## src/rtl/tpu_pkg.sv

```systemverilog
// Shared TPU definitions: address width, counter width and the sequencer state type.
package tpu_pkg;

  localparam int ADDR_W = 13;
  localparam int CNT_W  = 16;

  typedef enum logic [2:0] {
    ST_IDLE,
    ST_LOAD_W,
    ST_LOAD_I,
    ST_COMPUTE,
    ST_DRAIN,
    ST_STORE,
    ST_DONE
  } seq_state_t;

endpackage

```

## src/rtl/seq_counter.sv

```systemverilog
// Loadable down-counter with a zero flag; holds at zero rather than wrapping.
module seq_counter
  import tpu_pkg::*;
#(
  parameter int W = CNT_W
) (
  input  logic         clk,
  input  logic         reset,
  input  logic         load,
  input  logic [W-1:0] load_value,
  input  logic         dec,
  output logic         zero
);

  logic [W-1:0] count;

  // NOTE: sequential state is always assigned with <= so every flop samples
  // pre-edge values regardless of the order of statements or blocks.
  always_ff @(posedge clk) begin
    if (reset) begin
      count <= '0;
    end else if (load) begin
      count <= load_value;
    end else if (dec && count != '0) begin
      count <= count - 1'b1;
    end
  end

  assign zero = (count == '0);

endmodule

```

## src/rtl/matmul_sequencer.sv

```systemverilog
// Command sequencer for the matrix unit: load weights, load inputs, compute, drain, store.
// Optional SEQ_PERF_CNT_EN adds perf_cycles, the accept-to-done cycle count of the last command.
module matmul_sequencer
  import tpu_pkg::*;
#(
  parameter int COMPUTE_CYCLES = 4,
  parameter int DRAIN_TIMEOUT  = 16
) (
  input  logic              clk,
  input  logic              reset,
  input  logic              cmd_valid,
  output logic              cmd_ready,
  input  logic [ADDR_W-1:0] cmd_weight_addr,
  input  logic [ADDR_W-1:0] cmd_input_addr,
  input  logic [ADDR_W-1:0] cmd_out_addr,
  input  logic              acc1_full,
  input  logic              acc2_full,
  output logic              load_weight,
  output logic              load_input,
  output logic              valid,
  output logic              store,
  output logic [ADDR_W-1:0] base_address,
  output logic              busy,
  output logic              done,
  output logic              error
`ifdef SEQ_PERF_CNT_EN
  ,
  output logic [15:0]       perf_cycles
`endif
);

  seq_state_t state, state_next;

  logic [ADDR_W-1:0] weight_addr, input_addr, out_addr;
  logic              f1, f2;
  logic              accept;
  logic              error_set;
  logic              cnt_load, cnt_dec, cnt_zero;
  logic [CNT_W-1:0]  cnt_load_value;
  logic              full_cond;

  // A flag raised in the same cycle it is checked still counts.
  assign full_cond = (f1 | acc1_full) & (f2 | acc2_full);

  // One counter times both phases: loaded with COMPUTE length on entry to
  // COMPUTE, then reloaded with the drain timeout on entry to DRAIN.
  seq_counter #(.W(CNT_W)) u_phase_cnt (
    .clk        (clk),
    .reset      (reset),
    .load       (cnt_load),
    .load_value (cnt_load_value),
    .dec        (cnt_dec),
    .zero       (cnt_zero)
  );

  always_ff @(posedge clk) begin
    if (reset) begin
      state <= ST_IDLE;
    end else begin
      state <= state_next;
    end
  end

  // NOTE: every signal driven here gets a default first, so no path through
  // the case statement can leave one unassigned and infer a latch.
  always_comb begin
    state_next     = state;
    accept         = 1'b0;
    error_set      = 1'b0;
    cnt_load       = 1'b0;
    cnt_load_value = '0;
    cnt_dec        = 1'b0;
    case (state)
      ST_IDLE: begin
        if (cmd_valid) begin
          accept     = 1'b1;
          state_next = ST_LOAD_W;
        end
      end
      ST_LOAD_W: state_next = ST_LOAD_I;
      ST_LOAD_I: begin
        cnt_load       = 1'b1;
        cnt_load_value = CNT_W'(COMPUTE_CYCLES - 1);
        state_next     = ST_COMPUTE;
      end
      ST_COMPUTE: begin
        if (cnt_zero) begin
          cnt_load       = 1'b1;
          cnt_load_value = CNT_W'(DRAIN_TIMEOUT - 1);
          state_next     = ST_DRAIN;
        end else begin
          cnt_dec = 1'b1;
        end
      end
      ST_DRAIN: begin
        if (full_cond) begin
          state_next = ST_STORE;
        end else if (cnt_zero) begin
          error_set  = 1'b1;
          state_next = ST_DONE;
        end else begin
          cnt_dec = 1'b1;
        end
      end
      ST_STORE: state_next = ST_DONE;
      ST_DONE:  state_next = ST_IDLE;
      default:  state_next = ST_IDLE;
    endcase
  end

  always_comb begin
    cmd_ready    = (state == ST_IDLE);
    busy         = (state != ST_IDLE);
    done         = (state == ST_DONE);
    load_weight  = (state == ST_LOAD_W);
    load_input   = (state == ST_LOAD_I);
    valid        = (state == ST_COMPUTE) || (state == ST_DRAIN);
    store        = (state == ST_STORE);
    base_address = '0;
    case (state)
      ST_LOAD_W:           base_address = weight_addr;
      ST_LOAD_I,
      ST_COMPUTE,
      ST_DRAIN:            base_address = input_addr;
      ST_STORE:            base_address = out_addr;
      default:             base_address = '0;
    endcase
  end

  always_ff @(posedge clk) begin
    if (reset) begin
      weight_addr <= '0;
      input_addr  <= '0;
      out_addr    <= '0;
      f1          <= 1'b0;
      f2          <= 1'b0;
      error       <= 1'b0;
    end else if (accept) begin
      weight_addr <= cmd_weight_addr;
      input_addr  <= cmd_input_addr;
      out_addr    <= cmd_out_addr;
      f1          <= 1'b0;
      f2          <= 1'b0;
      error       <= 1'b0;
    end else begin
      if (state == ST_COMPUTE || state == ST_DRAIN) begin
        f1 <= f1 | acc1_full;
        f2 <= f2 | acc2_full;
      end
      if (error_set) begin
        error <= 1'b1;
      end
    end
  end

`ifdef SEQ_PERF_CNT_EN
  logic [15:0] perf_run;

  // perf_run counts the accept cycle onward; the DONE cycle itself is added
  // when the result is latched at the end of DONE.
  always_ff @(posedge clk) begin
    if (reset) begin
      perf_run    <= '0;
      perf_cycles <= '0;
    end else begin
      if (accept) begin
        perf_run <= 16'd1;
      end else if (state != ST_IDLE && perf_run != 16'hFFFF) begin
        perf_run <= perf_run + 16'd1;
      end
      if (state == ST_DONE) begin
        perf_cycles <= (perf_run == 16'hFFFF) ? 16'hFFFF : perf_run + 16'd1;
      end
    end
  end
`endif

endmodule

```

## config.mk

```make
export PLATFORM = sky130hd
export DESIGN_NAME = matmul_sequencer
export DESIGN_NICKNAME = d
export VERILOG_FILES = /design/src/rtl/tpu_pkg.sv /design/src/rtl/seq_counter.sv /design/src/rtl/matmul_sequencer.sv
export SDC_FILE = /design/constraint.sdc
export NUM_CORES = 1
export LEC_CHECK = 0
export ABC_AREA = 1
export CAP_MARGIN = 5
export CORE_ASPECT_RATIO = 1.4
export CORE_MARGIN = 2
export CORE_UTILIZATION = 54
export DETAILED_ROUTE_END_ITERATION = 8
export MAX_ROUTING_LAYER = met4
export PLACE_DENSITY = 0.93
export RECOVER_POWER = 25
export SLEW_MARGIN = 5
export SYNTH_ARGS = -nofsm -noshare
export SYNTH_HDL_FRONTEND = slang
export SYNTH_SLANG_ARGS = --single-unit
```

## constraint.sdc

```tcl
create_clock -name clk -period 2.7 [get_ports clk]
set_input_delay 0.54 -clock clk [delete_from_list [all_inputs] [get_ports clk]]
set_output_delay 0.54 -clock clk [all_outputs]
set_load 0.02 [all_outputs]
```

Word level (Yosys, flattened, before mapping)

Index checks and enable logic that the tools add are counted.

$add $sub $neg: 1
Equality and inequality tests: 9
Muxes and demuxes: 19
Bitwise gates (word level): 3
Reduce and logical (&&, ||, !) cells: 10

Operators by type and width:

| kind                    | count |
|---|---|
| $pmux W13 S3            | 1 |
| $mux W16                | 2 |
| $pmux W3 S6             | 1 |
| $logic_not A16 Y1       | 1 |
| $reduce_bool A16 Y1     | 1 |
| $sub A16 B1 Y16 const B | 1 |
| $mux W3                 | 4 |
| $eq A3 B3 Y1 const B    | 3 |
| $pmux W4 S2             | 1 |
| $mux W1                 | 7 |
| $eq A3 B2 Y1 const B    | 2 |
| $mux W4                 | 1 |
| $ne A2 B2 Y1 const B    | 2 |
| $pmux W1 S2             | 2 |
| $eq A3 B1 Y1 const B    | 1 |
| $logic_not A3 Y1        | 1 |
| $ne A3 B3 Y1 const B    | 1 |
| $reduce_and A3 Y1       | 1 |
| $reduce_bool A3 Y1      | 1 |
| $reduce_or A3 Y1        | 1 |
| $or A1 B1 Y1            | 2 |
| $reduce_bool A2 Y1      | 1 |
| $reduce_or A2 Y1        | 1 |
| $and A1 B1 Y1           | 1 |
| other kinds (2)         | 2 |

Flip-flop bits (word level): 61
Input port bits: 44
Output and inout bits: 21
Logic and storage cells: 50

Depth between registers and ports, before layout

Gate-level depths: netlist (run 1).

Depth after elaboration: 7
Mapped depth: 11
Mapped depth without buffers: 11

Modules after synthesis

Synthesis (run 1) repeated with hierarchy kept, for this count alone.

Cell total of the unflattened synthesis: 477
Area, all modules: 3,205.6 um2

Modules (own cells, without submodules):

| module           | instances | cells each | area each (um2) | sequential area each (um2) |
|---|---|---|---|---|
| matmul_sequencer | 1         | 265        | 2,010.7         | 900.9 |
| seq_counter      | 1         | 212        | 1,194.9         | 320.3 |

Worst setup path before layout (run 1)

Ideal clock, no wire load.

Path type: register to output
Start point: register state[1]
End point: output base_address[0]
Arrival: 1,605 ps
Data required time: 2,160 ps
Path slack: 555 ps
Cell stages (with the launch flop): 7
Buffers on the path: 1
Cell sequence: dfxtp_1 -> inv_1 -> nand2_1 -> nor2_1 -> inv_1 -> clkbuf_1 -> o21ai_0

Elaborated cells between the ends (all ways): 7
Those cells by class: 5 x eq/ne; 1 x mux; 1 x reduce/logical

RTL lines:

| item                   | RTL line                | source |
|---|---|---|
| from (decl)            | matmul_sequencer.sv:32  | `seq_state_t state, state_next;` |
| from (signal assigned) | matmul_sequencer.sv:60  | `state <= state_next;` |
| $eq A3 B1 Y1           | -                       |  |
| net load_weight        | matmul_sequencer.sv:18  | `output logic load_weight,` |
| $pmux W13 S3           | matmul_sequencer.sv:120 | `case (state)` |
| to (decl)              | matmul_sequencer.sv:22  | `output logic [ADDR_W-1:0] base_address,` |

The timed path passes the listed nets, and every way through them passes these cells.

Worst setup path after layout (run 1)

Start point: register state[0]
End point: output base_address[4]

Cells in the longest elaborated chain, start to end: 3
Elaborated cells between the ends (all ways): 7
Those cells by class: 5 x eq/ne; 1 x mux; 1 x reduce/logical

Ends and longest elaborated chain:

| item                                         | RTL line |
|---|---|
| $eq A3 B2 Y1 or $eq A3 B3 Y1 (tied branches) | matmul_sequencer.sv:120 |
| $reduce_or A3 Y1                             | matmul_sequencer.sv:120 |
| $pmux W13 S3 (*)                             | matmul_sequencer.sv:120 |

Mark *: on every way between the ends. The rest lies on a longest branch, timed or not.

==> impl_metrics.csv, run 1 <==
group,metric,value,unit
cells_and_area,final_area,0.00374,mm2
placed_design,place_congestion,0.925,
clock_tree,cts.clk_slew.worst_paths,0.07,ns
routing,first_pass_iters,5,
timing,fin_crit,2.55,ns
grt,grt-ovfl-total,0,
grt,grt_pass1_wl,12.9,mm
timing,max_freq,391,MHz
outcome,status,"finished, final reports clean",
routing,wl_per_cell,14.8,um
timing,worst_pin_slew,0.921,ns
worst_hold_path,hold_path.class,"register to register",
synthesis,yosysSeqAreaShare,42.0,%
synthesis,ys_ff_latch,61,
grt,top_usage_layer,"met2",
timing,fin_skew,0.0107,ns
timing,setup_violations,0,
grt,grt_use_met3,6.98,%
cells_and_area,areaGrowthSynthToFinish,28.5,%
grt,grt_max_degree,54,
placed_design,place_area,0.00358,mm2
clock_tree,htree_num_levels,3,
timing,tns,0,ns
clock_tree,numClockSinks,61,
timing,slew_headroom,38.6,%
routing,wirelength,7.98,mm
synthesis,synth_nets,453,
floorplan,fp-row-count,31,
clock_tree,hold_buffers,0,
grt,grt_pass1_vias,2941,
floorplan,dieArea,0.00600,mm2
job,max_cap_viol_count,0,
placed_design,hpwl,5.72,mm
synthesis,syn_avg_cell_area,7.15,um2
grt,antenna_found_initial,0,
synthesis,synthCells,407,
synthesis,netlist_area,0.00291,mm2
synthesis,yosys.cell_types.count,31,
critical_path,rrSetupSlack,0.46,ns
cells_and_area,layout-drive-gt1-share,8.46,%
synthesis,yosys_warnings,0,
critical_path,rr_startpoint,"u_phase_cnt.count[0]",
timing,final.period_utilization,94.6,%
critical_path,critPathRequiredTime,2.16,ns
timing,final_max_slew_viol_count,0,
clock_tree,root_buffer,"clkbuf_8",
cells_and_area,fin_nets,514,
floorplan,core_area,0.00520,mm2
critical_path,worstSetupPathType,"register to output pin",
worst_hold_path,min_to,"weight_addr[6]",
worst_hold_path,hp-start,"weight_addr[6]",
power_and_ir_drop,leakage,1.65,nW
critical_path,worstPathArrival,2.01,ns
grt,grt.met1_usage,29.8,%
routing,drc_errors,0,
cells_and_area,insertedDiodeCount,0,
timing,finalHoldViolations,0,
critical_path,rr_worst_depth,9,
routing,dr_total_vias,3003,
clock_tree,clock_path_buffers,2,
clock_tree,cts_buffers,9,
floorplan,ioPinCount,65,
placed_design,port_buffers,64,
floorplan,die_h,90.9,um
critical_path,end_kind,"output pin",
power_and_ir_drop,power_density,1070,mW/mm2
floorplan,initial_utilization,56.0,%
worst_hold_path,hold_path_depth,2,
clock_tree,clock_latency,0.35,ns
routing,antenna_left,0,
critical_path,reg2reg_to,"u_phase_cnt.count[0]",
timing,rsz0062_at_grt,"false",
critical_path,worstPathMaxFanout,13,
power_and_ir_drop,vdd_drop_max,670,uV
grt,grt_use_total,28.7,%
floorplan,die_w,66.0,um
grt,grtUsageMet2,49.8,%
clock_tree,cts_tree,"yes",
critical_path,start_kind,"register",
routing,via_per_inst,5.57,
routing,drtIter0Drc,190,
==> flip-flops by register name (all words and copies together), names as in the netlist <==
| name | count |
|---|---|
| input_addr | 13 |
| f1 | 1 |
| error | 1 |
| f2 | 1 |
| u_phase_cnt.count | 16 |
| weight_addr | 13 |
| out_addr | 13 |
| state | 3 |
==> timing repair <==
item / CTS / global route
resized for setup: 6 / 7
cloned: 0 / 0
setup endpoints to repair: 6 / 7
setup buffers: 0 / 0
==> final cells by class <==
cell class / instances / area (um2)
sequential: 61 / 1220
clock buffer: 10 / 128
clock inverter: 6 / 40.0
fill: 406 / 1460
tap: 66 / 82.6
multi-input combinational: 286 / 1420
inverter: 40 / 150
timing repair buffer: 70 / 693
==> critical path, cell delays in order (launching register included) <==
cell and delay, ns:
dfxtp_1 0.42, inv_2 0.08, nand2_1 0.13, o21ai_0 0.09
buf_4 0.19, a22oi_1 0.25, o21ai_0 0.16, dlygate4sd2_1 0.34
==> cells by family (layout without fill, tap and decap cells) <==
kind of cell / after synthesis / in the layout / share of synthesized area [%]
simple gates: 184 / 184 / 29.4
compound gates: 97 / 97 / 18.4
flops: 61 / 61 / 42.0
buf+inv: 60 / 126 / 8.38
xor+xnor: 3 / 3 / 0.903
fa+ha+maj: 2 / 2 / 0.860
==> power by group <==
part | switching, mW | total, mW | leakage, nW | internal [mW]
Sequential | 0.155 | 1.27 | 0.499 | 1.11
Combinational | 1.30 | 2.04 | 1.08 | 0.734
Clock | 0.373 | 0.701 | 0.0743 | 0.329
==> cell usage in the layout (no fill, tap or decap), types with 7 or more instances in the layout <==
cell type and n:
nand2_1 80, dfxtp_1 61, clkdlybuf4s50_1 51, a21oi_1 50, nor2_1 44, inv_1 37, nand3_1 36, o21ai_0 29
a22oi_1 13, clkbuf_8 9, dlymetal6s2s_1 7
==> cell usage after synthesis, drive strengths merged <==
cell	number	area (um2)
o22ai	1	6.26
ha	2	25.0
o211ai	1	12.5
o31ai	1	7.51
or2	1	6.26
a21oi	50	250
a22oi	13	97.6
nand3b	1	7.51
nand4	5	31.3
nor3	3	15.0
nor2	52	233
nand3	38	215
dfxtp	61	1220
o21ai	29	145
xor2	2	17.5
o21ba	1	10.0
inv	40	150
buf	9	52.6
xnor2	1	8.76
a21boi	1	7.51
nand2	84	349
clkbuf	11	41.3
==> metrics by stage <==
stage               power (mW)  hold WS, ns  worst slack (ns)  std cells  utilization [%]
floorplan                 2.82        0.425             0.555        407                -
global placement          3.29        0.436             0.419        523             69.0
detailed placement        3.38        0.448             0.338        523             69.0
CTS                       4.07        0.459          0.000914        539             72.1
global route              4.30        0.476            0.0873        539             71.9
finish                    4.00        0.457             0.146        539             71.9
==> worst max path at each step <==
stage             start          endpoint  cells past startpoint
2_1_floorplan  state[1]   base_address[0]                      6
3_3_place_gp   state[2]   base_address[4]                      7
3_5_place_dp   state[1]  base_address[12]                      6
4_1_cts        state[1]  base_address[10]                      6
5_1_grt        state[2]   base_address[4]                      7
6_report       state[0]   base_address[4]                      7
==> per-layer routing <==
layer / part of all wire, % / vias up
met5: 0 / -
met4: 3.6 / 0
met3: 5.9 / 23
met2: 54 / 130
met1: 37 / 1390
li1: - / 1460
No activity file was read; power rests on OpenSTA's default activity.
==> inputs of run 2 (changes only) <==
--- a/config.mk
+++ b/config.mk
@@ -12,7 +12,7 @@
 export CORE_UTILIZATION = 54
 export DETAILED_ROUTE_END_ITERATION = 8
 export MAX_ROUTING_LAYER = met4
-export PLACE_DENSITY = 0.93
+export PLACE_DENSITY = 0.94
 export RECOVER_POWER = 25
 export SLEW_MARGIN = 5
 export SYNTH_ARGS = -nofsm -noshare
==> impl_metrics.csv, run 2 (synthesis results as in run 1) <==
group,metric,value,unit
outcome,status,"finished, final reports clean",
timing,worst_pin_slew,0.898,ns
critical_path,rrSetupSlack,0.49,ns
cells_and_area,n_fill_cell,372,
cells_and_area,largest_reg_flops,16,
routing,first_pass_iters,5,
timing,final_max_slew_viol_count,0,
critical_path,end_kind,"output pin",
grt,grt_pass1_vias,2902,
clock_tree,numClockSinks,61,
cells_and_area,final_area,0.00381,mm2
timing,final.period_utilization,95.4,%
timing,holdWs,0.455,ns
critical_path,start_kind,"register",
grt,grt_use_total,28.9,%
floorplan,ioPinCount,65,
critical_path,reg2reg_to,"weight_addr[1]",
placed_design,place_congestion,0.874,
cells_and_area,areaGrowthSynthToFinish,30.8,%
critical_path,critPathRequiredTime,2.16,ns
worst_hold_path,hold_path_depth,2,
clock_tree,htree_num_levels,3,
clock_tree,root_buffer,"clkbuf_8",
critical_path,rr_worst_depth,8,
critical_path,rr_startpoint,"state[0]",
floorplan,die_w,66.0,um
critical_path,worstSetupPathType,"register to output pin",
timing,setup_violations,0,
floorplan,die_h,90.9,um
clock_tree,hold_buffers,0,
power_and_ir_drop,leakage,1.75,nW
power_and_ir_drop,power_density,1100,mW/mm2
placed_design,port_buffers,64,
clock_tree,cts_tree,"yes",
grt,grt_max_degree,54,
job,max_cap_viol_count,0,
routing,dr_total_vias,3036,
cells_and_area,layout-drive-gt1-share,8.44,%
grt,grt_pass1_wl,13.0,mm
timing,slew_headroom,40.1,%
routing,drtIter0Drc,184,
routing,via_per_inst,5.62,
clock_tree,clock_latency,0.33,ns
power_and_ir_drop,vdd_drop_max,691,uV
clock_tree,cts_buffers,9,
routing,antenna_left,0,
critical_path,worstPathMaxFanout,13,
timing,finalHoldViolations,0,
clock_tree,clock_path_buffers,2,
floorplan,fp-row-count,31,
placed_design,hpwl,5.49,mm
floorplan,dieArea,0.00600,mm2
grt,grt-ovfl-total,0,
worst_hold_path,hold_path.class,"register to register",
critical_path,cp-endpoint,"base_address[2]",
routing,wirelength,7.95,mm
clock_tree,cts.clk_slew.worst_paths,0.07,ns
timing,fin_skew,0.00596,ns
cells_and_area,registers.top_by_ff_count,"u_phase_cnt.count",
cells_and_area,multi_input_area,0.00142,mm2
critical_path,worstPathArrival,2.03,ns
critical_path,critPathLaunch,"state[2]",
timing,fin_crit,2.57,ns
placed_design,place_area,0.00359,mm2
cells_and_area,final_common_cell,"nand2_1",
routing,drc_errors,0,
cells_and_area,insertedDiodeCount,0,
floorplan,initial_utilization,56.0,%
cells_and_area,fin_nets,515,
cells_and_area,seqCellArea,0.00122,mm2
grt,antenna_found_initial,0,
cells_and_area,post-route-util,73.2,%
routing,wl_per_cell,14.7,um
floorplan,core_area,0.00520,mm2
cells_and_area,mostFrequentLayoutCells,"nand2_1 (79), dfxtp_1 (61), clkdlybuf4s50_1 (51)",
timing,max_freq,388,MHz
timing,rsz0062_at_grt,"false",
-- run 2: metal layers --
| metal | track usage, % | wire (um) | vias to the layer above |
|---|---|---|---|
| met5 | - | 0 | - |
| li1 | - | - | 1474 |
| met2 | 48.2 | 4050 | 159 |
| met4 | 15.8 | 443 | 0 |
| met1 | 31.1 | 2940 | 1358 |
| met3 | 6.48 | 511 | 45 |
-- run 2: final cells by class --
| type | count | area share (%) |
|---|---|---|
| sequential | 61 | 32.1 |
| multi-input combinational | 286 | 37.3 |
| tap | 66 | 2.17 |
| timing repair buffer | 71 | 18.9 |
| inverter | 40 | 3.94 |
| clock buffer | 10 | 3.35 |
| clock inverter | 6 | 2.27 |
-- run 2: stage by stage --
stage	worst slack, ns	setup TNS, ns	total power [mW]	cells
floorplan	0.555	0	2.82	407
global placement	0.359	0	3.30	524
detailed placement	0.318	0	3.37	524
CTS	-0.0479	-0.0924	4.29	540
global route	0.00345	0	4.48	540
finish	0.125	0	4.20	540
-- run 2: timing repair --
action                     4_1_cts  5_1_grt
setup endpoints to repair        4       12
gates cloned                     0        0
resized for setup                2       16
buffers inserted                 0        0
-- run 2: worst min-delay path by stage --
stage,start,end,slack (ns)
2_1_floorplan,weight_addr[10],weight_addr[10],0.42
6_report,weight_addr[5],weight_addr[5],0.45
3_3_place_gp,weight_addr[2],weight_addr[2],0.44
3_5_place_dp,weight_addr[0],weight_addr[0],0.44
5_1_grt,weight_addr[2],weight_addr[2],0.48
4_1_cts,weight_addr[1],weight_addr[1],0.45
-- run 2: report_power, final --
part / internal [mW] / switching (mW)
Sequential: 1.11 / 0.152
Combinational: 0.752 / 1.29
Clock: 0.520 / 0.373
Total: 2.38 / 1.82
-- run 2: worst max-delay path: stages (launching register included) --
cell and delay (ns):
dfxtp_1 0.41, inv_2 0.09, nand2_2 0.10, o21ai_0 0.09, buf_4 0.20, a22oi_1 0.26
o21ai_0 0.19, dlygate4sd2_1 0.36
==> variant, RTL diff (config.mk and constraints of run 1) <==
Encoding of `seq_state_t`: now one-hot (7 bits for 7 states).
--- a/src/rtl/tpu_pkg.sv
+++ b/src/rtl/tpu_pkg.sv
@@ -6,10 +6,10 @@
 
-  typedef enum logic [2:0] {
-    ST_IDLE,
-    ST_LOAD_W,
-    ST_LOAD_I,
-    ST_COMPUTE,
-    ST_DRAIN,
-    ST_STORE,
-    ST_DONE
+  typedef enum logic [6:0] {
+    ST_IDLE    = 7'b0000001,
+    ST_LOAD_W  = 7'b0000010,
+    ST_LOAD_I  = 7'b0000100,
+    ST_COMPUTE = 7'b0001000,
+    ST_DRAIN   = 7'b0010000,
+    ST_STORE   = 7'b0100000,
+    ST_DONE    = 7'b1000000
   } seq_state_t;
Check against the original RTL: no difference found for any inputs over 10 cycles, from zero or initial values and one cycle with reset high; not proved beyond that.
==> variant against run 1 <==
  * The run now ends with capacitance limit, slew limit left
  * Setup slack better by 0.028 ns
  * Sequential cell count up 4
  * Routed wire length up 9.9%
  * First-iteration DRC count up 25%
  * Area after synthesis up 10%
  * Register-to-register slack worse by 0.16 ns
  * Final area up 8.9%
  * Critical path type unchanged
  * Critical endpoint is now base_address[9]
  * Largest cell class unchanged
Power is not compared: it rests on default switching activity, and its combinational part moved more than twofold at a synthesized area within 25%.
==> variant: results (changes against run 1) <==
Slew Limit Fails 46 (+46); Post-synth ARST share 0% (unchanged); clk root buf clkbuf_8; synthesized instance count 474 (+16%); nets 579 (+13%); initial antenna violation count 0 (unchanged); Inserted Clock Buffers 9 (unchanged); Seq/Total Area, Yosys 40.5% (-1.4 points); iteration count of the initial detailed-routing pass 5 (unchanged); Port Buffers 64 (unchanged); Max VDD drop 0.409 mV; DRC 0 (unchanged); min-delay worst type reg2reg; routability-driven placement congestion ratio 0.916 (-0.97%); n_diodes 0 (unchanged); smallest hold slack 0.470 ns (+0.0128 ns); YS warnings 0 (unchanged); vias post-DR 3427 (+14%); vias in the first global route 3263 (+11%); register clock-pin slew on the reported worst setup and hold paths 0.07 ns (about the same); layout cells sized above 1 6.32% (-2.1 points); Biggest register u_phase_cnt.count; Synth cell types 27 (-13%); Synth area leaders dfxtp_1, nand2_1, nand3_1, a21oi_1, nor2_1; worst reg2reg setup slack 0.30 ns (-0.16 ns); Largest register FFs 16 (unchanged); top_reg_cell synth dfxtp_1; Leakage 0.00190 uW; Placed Area 3870 um^2 (+8.0%); worst clock skew 0.0126 ns (+0.00194 ns); gr usage total 28.2% (-0.49 points); status finished with violations; Clock Path Buffers 2 (unchanged); clock latency on the worst-skew pair 0.35 ns (about the same); FMAX 0.396 GHz (+1.1%); placed cell count 592 (+13%); global-route wire length before repair 14500 um (+13%); Vias per Instance 5.64 (+1.2%); Worst Path Arrival 1.99 ns (-0.02 ns); initial drt markers 238 (+25%); Max-Slew Margin vs Limit -33.4% (-72 points); max-cap violation count 1 (+1); wire length per cell 14.4 um (-2.5%); failing checks capacitance limit, slew limit; crit path max fanout 14 (+1); pin count of the biggest net entering global routing 46 (-15%); commonest cells in the netlist nand2_1, nand3_1, dfxtp_1; post-DP HPWL 6110 um (+6.9%); pre-CTS setup slack 0.282 ns (-0.0563 ns); Syn Nets 520 (+15%); CTS H-tree depth 3 (unchanged)
[variant: power breakdown]
| group | switching (uW) | total (uW) | internal [uW] |
|---|---|---|---|
| logic | 263 | 431 | 168 |
| registers | 47.8 | 1080 | 1030 |
| clock network | 395 | 914 | 519 |
| total | 706 | 2420 | 1720 |
[variant: worst paths after layout]
kind / endpoint / startpoint / depth (start not counted)
max: base_address[9] / state[0] / 9
min: weight_addr[3] / weight_addr[3] / 2
max reg2reg: out_addr[10] / state[6] / 10
min reg2reg: weight_addr[3] / weight_addr[3] / 2
[variant: cell families (layout without fill, tap and decap cells)]
group / Yosys count / count (layout) / synth area share (%)
AOI/OAI and AO/OA: 70 / 70 / 12.1
xor gates and xnor gates: 7 / 7 / 1.91
adders and majority gates: 2 / 2 / 0.779
buffers and inverters: 69 / 133 / 9.74
DFF: 65 / 65 / 40.5
and+or+nand+nor: 261 / 261 / 34.9
[variant: worst max-delay path, stage by stage (launching register included)]
cell,delay [ns]
dfxtp_1,0.32
nor2_1,0.18
nand2_1,0.09
nor2_2,0.15
inv_1,0.09
nand3_1,0.10
buf_4,0.21
a22oi_1,0.09
nand2_1,0.09
dlygate4sd2_1,0.34
[variant: repair_timing]
action / 4_1_cts / 5_1_grt
buffers inserted: 0 / 0
setup endpoints to repair: 13 / 2
gates resized for setup: 14 / 2
hold buffers: 0 / 0
[variant: area by class of cell]
class                   count  area (um^2)
inverters                  43          161
well taps                  70         87.6
clock inverters             7         95.1
repair buffers             74          706
fillers                   452         1750
flip-flops and latches     65         1300
clock buffers               9          124
multi-input cells         340         1600
[variant: routing by layer]
layer	vias up	GRT usage (%)	routed length [um]
met5	-	-	0
met4	0	16.2	296
met2	169	50.1	4650
met3	29	5.07	635
met1	1559	29.6	3190
li1	1670	-	-
